### config.mk
export PLATFORM = sky130hd
export DESIGN_NAME = mem_access_sequencer
export DESIGN_NICKNAME = d
export VERILOG_FILES = /design/src/rtl/mem_access_sequencer.sv
export SDC_FILE = /design/constraint.sdc
export NUM_CORES = 1
export LEC_CHECK = 0
export ABC_AREA = 1
export BUFFER_PORTS_ARGS = -buffer_cell sky130_fd_sc_hd__buf_4
export CORE_MARGIN = 2
export CORE_UTILIZATION = 51
export DETAILED_ROUTE_END_ITERATION = 7
export PLACE_DENSITY = 0.81
export SLEW_MARGIN = 5
export SYNTH_ARGS = -nofsm -noshare
export SYNTH_HDL_FRONTEND = slang
export SYNTH_SLANG_ARGS = --single-unit
### constraint.sdc
create_clock -name Clk -period 3.05 [get_ports Clk]
set_input_delay 0.305 -clock Clk [delete_from_list [all_inputs] [get_ports Clk]]
set_output_delay 0.305 -clock Clk [all_outputs]
set_load 0.03 [all_outputs]
### src/rtl/mem_access_sequencer.sv
// rtl/mem_access_sequencer.sv - single SPARC load/store sequencer between control unit and byte-addressed RAM
module mem_access_sequencer #(
    parameter int unsigned MFC_TIMEOUT = 15
) (
    input  logic        Clk,
    input  logic        RESET,
    input  logic        req,
    input  logic [5:0]  op3,
    input  logic [31:0] addr,
    input  logic [31:0] wdata,
    input  logic        MFC,
    input  logic [31:0] rdata_in,
    output logic        busy,
    output logic        done,
    output logic        trap,
    output logic [2:0]  tt,
    output logic        RAM_enable,
    output logic [5:0]  RAM_OpCode,
    output logic [31:0] RAM_addr,
    output logic [31:0] RAM_wdata,
    output logic [31:0] rdata
);

    typedef enum logic [1:0] {IDLE, WAIT, DONE, TRAP} state_t;

    localparam logic [7:0] LAST_CNT = 8'(MFC_TIMEOUT - 1);

    state_t      state_q, state_d;
    logic [7:0]  cnt_q;
    logic        hold_q;
    logic        illegal, misaligned, timeout;

    always_comb begin
        illegal    = 1'b0;
        misaligned = 1'b0;
        case (op3)
            6'b000000, 6'b000100:             misaligned = (addr[1:0] != 2'b00);
            6'b000001, 6'b000101, 6'b001001:  misaligned = 1'b0;
            6'b000010, 6'b000110, 6'b001010:  misaligned = addr[0];
            default:                          illegal    = 1'b1;
        endcase
    end

    assign timeout = (cnt_q == LAST_CNT);

    always_ff @(posedge Clk or negedge RESET) begin
        if (!RESET) state_q <= IDLE;
        else        state_q <= state_d;
    end

    always_comb begin
        state_d = state_q;
        case (state_q)
            IDLE: if (req) state_d = (illegal || misaligned) ? TRAP : WAIT;
            WAIT: begin
                if (MFC)          state_d = DONE;
                else if (timeout) state_d = TRAP;
            end
            DONE: state_d = IDLE;
            TRAP: state_d = hold_q ? TRAP : IDLE;
            default: state_d = IDLE;
        endcase
    end

    // Request-check traps spend one extra cycle in TRAP (hold_q) so the pulse lands after E1.
    always_ff @(posedge Clk or negedge RESET) begin
        if (!RESET) begin
            cnt_q      <= '0;
            hold_q     <= 1'b0;
            tt         <= '0;
            rdata      <= '0;
            RAM_OpCode <= '0;
            RAM_addr   <= '0;
            RAM_wdata  <= '0;
        end else begin
            case (state_q)
                IDLE: if (req) begin
                    RAM_OpCode <= op3;
                    RAM_addr   <= addr;
                    RAM_wdata  <= wdata;
                    cnt_q      <= '0;
                    hold_q     <= illegal || misaligned;
                    tt         <= illegal ? 3'd3 : (misaligned ? 3'd1 : 3'd0);
                end
                WAIT: begin
                    if (MFC) begin
                        if (!RAM_OpCode[2]) rdata <= rdata_in;
                    end else begin
                        if (cnt_q != 8'hff) cnt_q <= cnt_q + 8'd1;
                        if (timeout)        tt    <= 3'd2;
                    end
                end
                TRAP: hold_q <= 1'b0;
                default: ;
            endcase
        end
    end

    assign busy       = (state_q != IDLE);
    assign done       = (state_q == DONE);
    assign trap       = (state_q == TRAP) && !hold_q;
    assign RAM_enable = (state_q == WAIT);

endmodule

==> flow_summary_export.csv <==
group,metric,value,unit
clocking,cts_tree,"built",
logic_synthesis,netlist.top_cell.by_area,"dfrtp_1",
timing,max_freq,547,MHz
routing,postRouteAntennaNets,0,
job,drv_cap,0,
timing,finalSetupViolCount,0,
power,irDropWorstVdd,0.717,mV
routing,wl_per_cell,16.8,µm
logic_synthesis,synth.top_cell.area_share,59.5,%
logic_synthesis,synth-warning-count,0,
timing,tightest_slew,792,ps
die,core-area,0.00924,mm²
timing,rsz0062_at_grt,"no",
timing,slew_headroom,47.2,%
place,dpl_cell_area,0.00648,mm²
place,dp_hpwl,8930,µm
outcome,status,"complete, no violations",
final_layout,final_common_cell,"nand2_1",
clocking,root_buffer,"clkbuf_8",
die,die_h,101,µm
routing,firstDrtPassIters,5,
clocking,cts_buffer_depth,2,
worst_setup_path,cp-end-kind,"flip-flop",
timing,finalCritPeriodShare,59.9,%
timing,tns,0,ps
power,clockPowerShare,22.0,%
logic_synthesis,ys_ff_latch,115,
routing,routed_wl,15300,µm
final_layout,mostFrequentLayoutCells,"nand2_1, buf_4, dfrtp_1",
die,die_area,0.0103,mm²
min_path,hold_depth,2,
worst_setup_path,crit_slowest_cell,"buf_4",
power,internal-power,5100,µW
final_layout,syn_to_final_growth,59.0,%
worst_setup_path,start_kind,"flip-flop",
power,pwr-share-comb,47.5,%
die,initial_core_util,52.4,%
power,power.share.switching,42.6,%
die,ios,215,
logic_synthesis,synth_nets,597,
min_path,min_path_type,"in2reg",
worst_setup_path,crit_chain,"nor2_2, nand2_2, buf_4, nand2_1, nand2_1",
logic_synthesis,synthDistinctLibCells,29,
place,port_buffers,213,
final_layout,stdcell_area,0.00769,mm²
logic_synthesis,synth_area_leaders,"dfrtp_1, nand2_1, mux2_4",
power,p_per_area,1160,mW/mm²
grt,grt-ovfl-total,0,
routing,drt_first_iter_violations,189,
routing,vias,4518,
final_layout,diodes,0,
logic_synthesis,syn-cell-area,0.00484,mm²
timing,period_needed,1830,ps
clocking,clk_pin_slew,60,ps
timing,drv_slew,0,
worst_setup_path,critPathArrivalTime,2260,ps
clocking,postCtsSetupRepairBufs,0,
die,std_cell_rows,35,
worst_setup_path,worstPathMaxFanout,79,
logic_synthesis,seq_area_frac_synth,59.5,%
clocking,cts_inserted_buffers,17,
logic_synthesis,syn_area_per_cell,9.90,µm²
clocking,clock_latency,510,ps
logic_synthesis,synth_cells,489,
worst_setup_path,critical_path_class,"reg2reg",
worst_setup_path,cp.required,3490,ps
grt,grt_max_degree,80,
grt,grt_pass1_vias,4825,
grt,grt_pass1_wl,24100,µm
timing,hold-worst-slack,23.8,ps
grt,antenna_found_initial,0,
worst_setup_path,worst_path_largest_cell_delay,630,ps
die,die_w,101,µm
final_layout,fillers,486,
clocking,cts.sinks,115,
power,sequentialPowerShare,30.5,%
place,gp_congestion,0.827,
routing,routed_via_density,4.95,
final_layout,finalNetCount,878,
timing,clock_skew,12.6,ps
routing,post-route-drc-count,0,
worst_setup_path,crit_top_cell,"nand2_1",
clocking,cts_max_level,4,
final_layout,drive_above_1_share,37.3,%
power,p_sw,3790,µW
power,p_leak,0.00422,µW
final_layout,utilization,83.3,%
timing,finalHoldViolCount,0,
worst_setup_path,reg2regPathDepth,5,
grt,grt_util_all_layers,31.0,%
==> path summary, 6_finish.rpt <==
check	start	endpoint	slack, ps
max	state_q[1]	RAM_addr[21]	1220
min	rdata_in[19]	rdata[19]	20
max reg2reg	state_q[1]	RAM_addr[21]	1220
min reg2reg	RAM_wdata[20]	RAM_wdata[20]	480
max in group asynchronous	RESET	rdata[4]	1860
min in group asynchronous	RESET	rdata[0]	390
==> cell usage after synthesis (all sizes together) <==
| master | n |
|---|---|
| nand2 | 243 |
| dfrtp | 115 |
| mux2 | 32 |
| inv | 23 |
| nor2 | 19 |
| buf | 16 |
| o21ai | 13 |
| nand3 | 9 |
| clkbuf | 4 |
| a21oi | 2 |
| a31oi | 2 |
| ha | 2 |
| or2 | 2 |
| xor2 | 2 |
| conb | 1 |
| nand3b | 1 |
| nand4 | 1 |
| o21bai | 1 |
| xnor2 | 1 |
==> through the flow <==
stage | setup WS (ps) | power (µW) | cells
after detailed placement | 1350 | 6760 | 817
after floorplan | 1660 | 5230 | 489
final | 1220 | 8890 | 912
after CTS | 1270 | 8800 | 911
after global routing | 1140 | 9310 | 912
after global placement | 1440 | 6660 | 817
==> timing repair <==
action | 4_1_cts | 5_1_grt
gates resized for setup | 0 | 0
hold buffers | 62 | 1
hold endpoints to repair | 109 | 1
setup endpoints to repair | 0 | 0
==> power groups by stage <==
| stage | logic, µW | clock network, µW | registers, µW |
|---|---|---|---|
| after global placement | 4010 | 0 | 2650 |
| after floorplan | 1290 | 0 | 3940 |
| after CTS | 4160 | 1960 | 2670 |
| final | 4220 | 1950 | 2710 |
| after detailed placement | 4100 | 0 | 2670 |
| after global routing | 4480 | 2050 | 2780 |
==> logic make-up (layout without fill, tap and decap cells) <==
| family | after synthesis | count (layout) | share of synthesized area (%) |
|---|---|---|---|
| compound gates | 18 | 18 | 1.96 |
| xor+xnor | 3 | 3 | 0.543 |
| fa+ha+maj | 2 | 2 | 0.517 |
| buf+inv | 43 | 337 | 5.12 |
| flops | 115 | 115 | 59.5 |
| mux | 32 | 32 | 9.77 |
| other cells | 1 | 1 | 0.0775 |
| simple gates | 275 | 275 | 22.5 |
==> metal layers <==
layer | track usage, % | wire (µm) | vias to the layer above
met4 | 14.7 | 586 | 0
met5 | 0 | 0 | -
met1 | 34.9 | 5630 | 2157
met3 | 9.32 | 1110 | 51
li1 | - | - | 2078
met2 | 53.9 | 7970 | 232
==> final cells by class <==
| type | instances | area [µm²] | area share, % |
|---|---|---|---|
| clock buffers | 19 | 422 | 5.48 |
| clock inverters | 13 | 159 | 2.07 |
| inverters | 23 | 86.3 | 1.12 |
| multi-input cells | 331 | 1710 | 22.3 |
| flip-flops and latches | 115 | 2880 | 37.4 |
| well taps | 129 | 161 | 2.10 |
| repair buffers | 282 | 2270 | 29.6 |
==> flip-flops by register name, summed over array words and instances, names as in the netlist <==
| signal | cells |
|---|---|
| RAM_OpCode | 6 |
| RAM_addr | 32 |
| RAM_wdata | 32 |
| cnt_q | 8 |
| hold_q | 1 |
| rdata | 32 |
| state_q | 2 |
| tt | 2 |
==> critical path: cells and delay by family (launching register included) <==
| family | cells | cell delay (ps) |
|---|---|---|
| buf+inv | 1 | 630 |
| flops | 1 | 530 |
| simple gates | 4 | 550 |
Note: power is estimated with default switching activity, not from simulation.
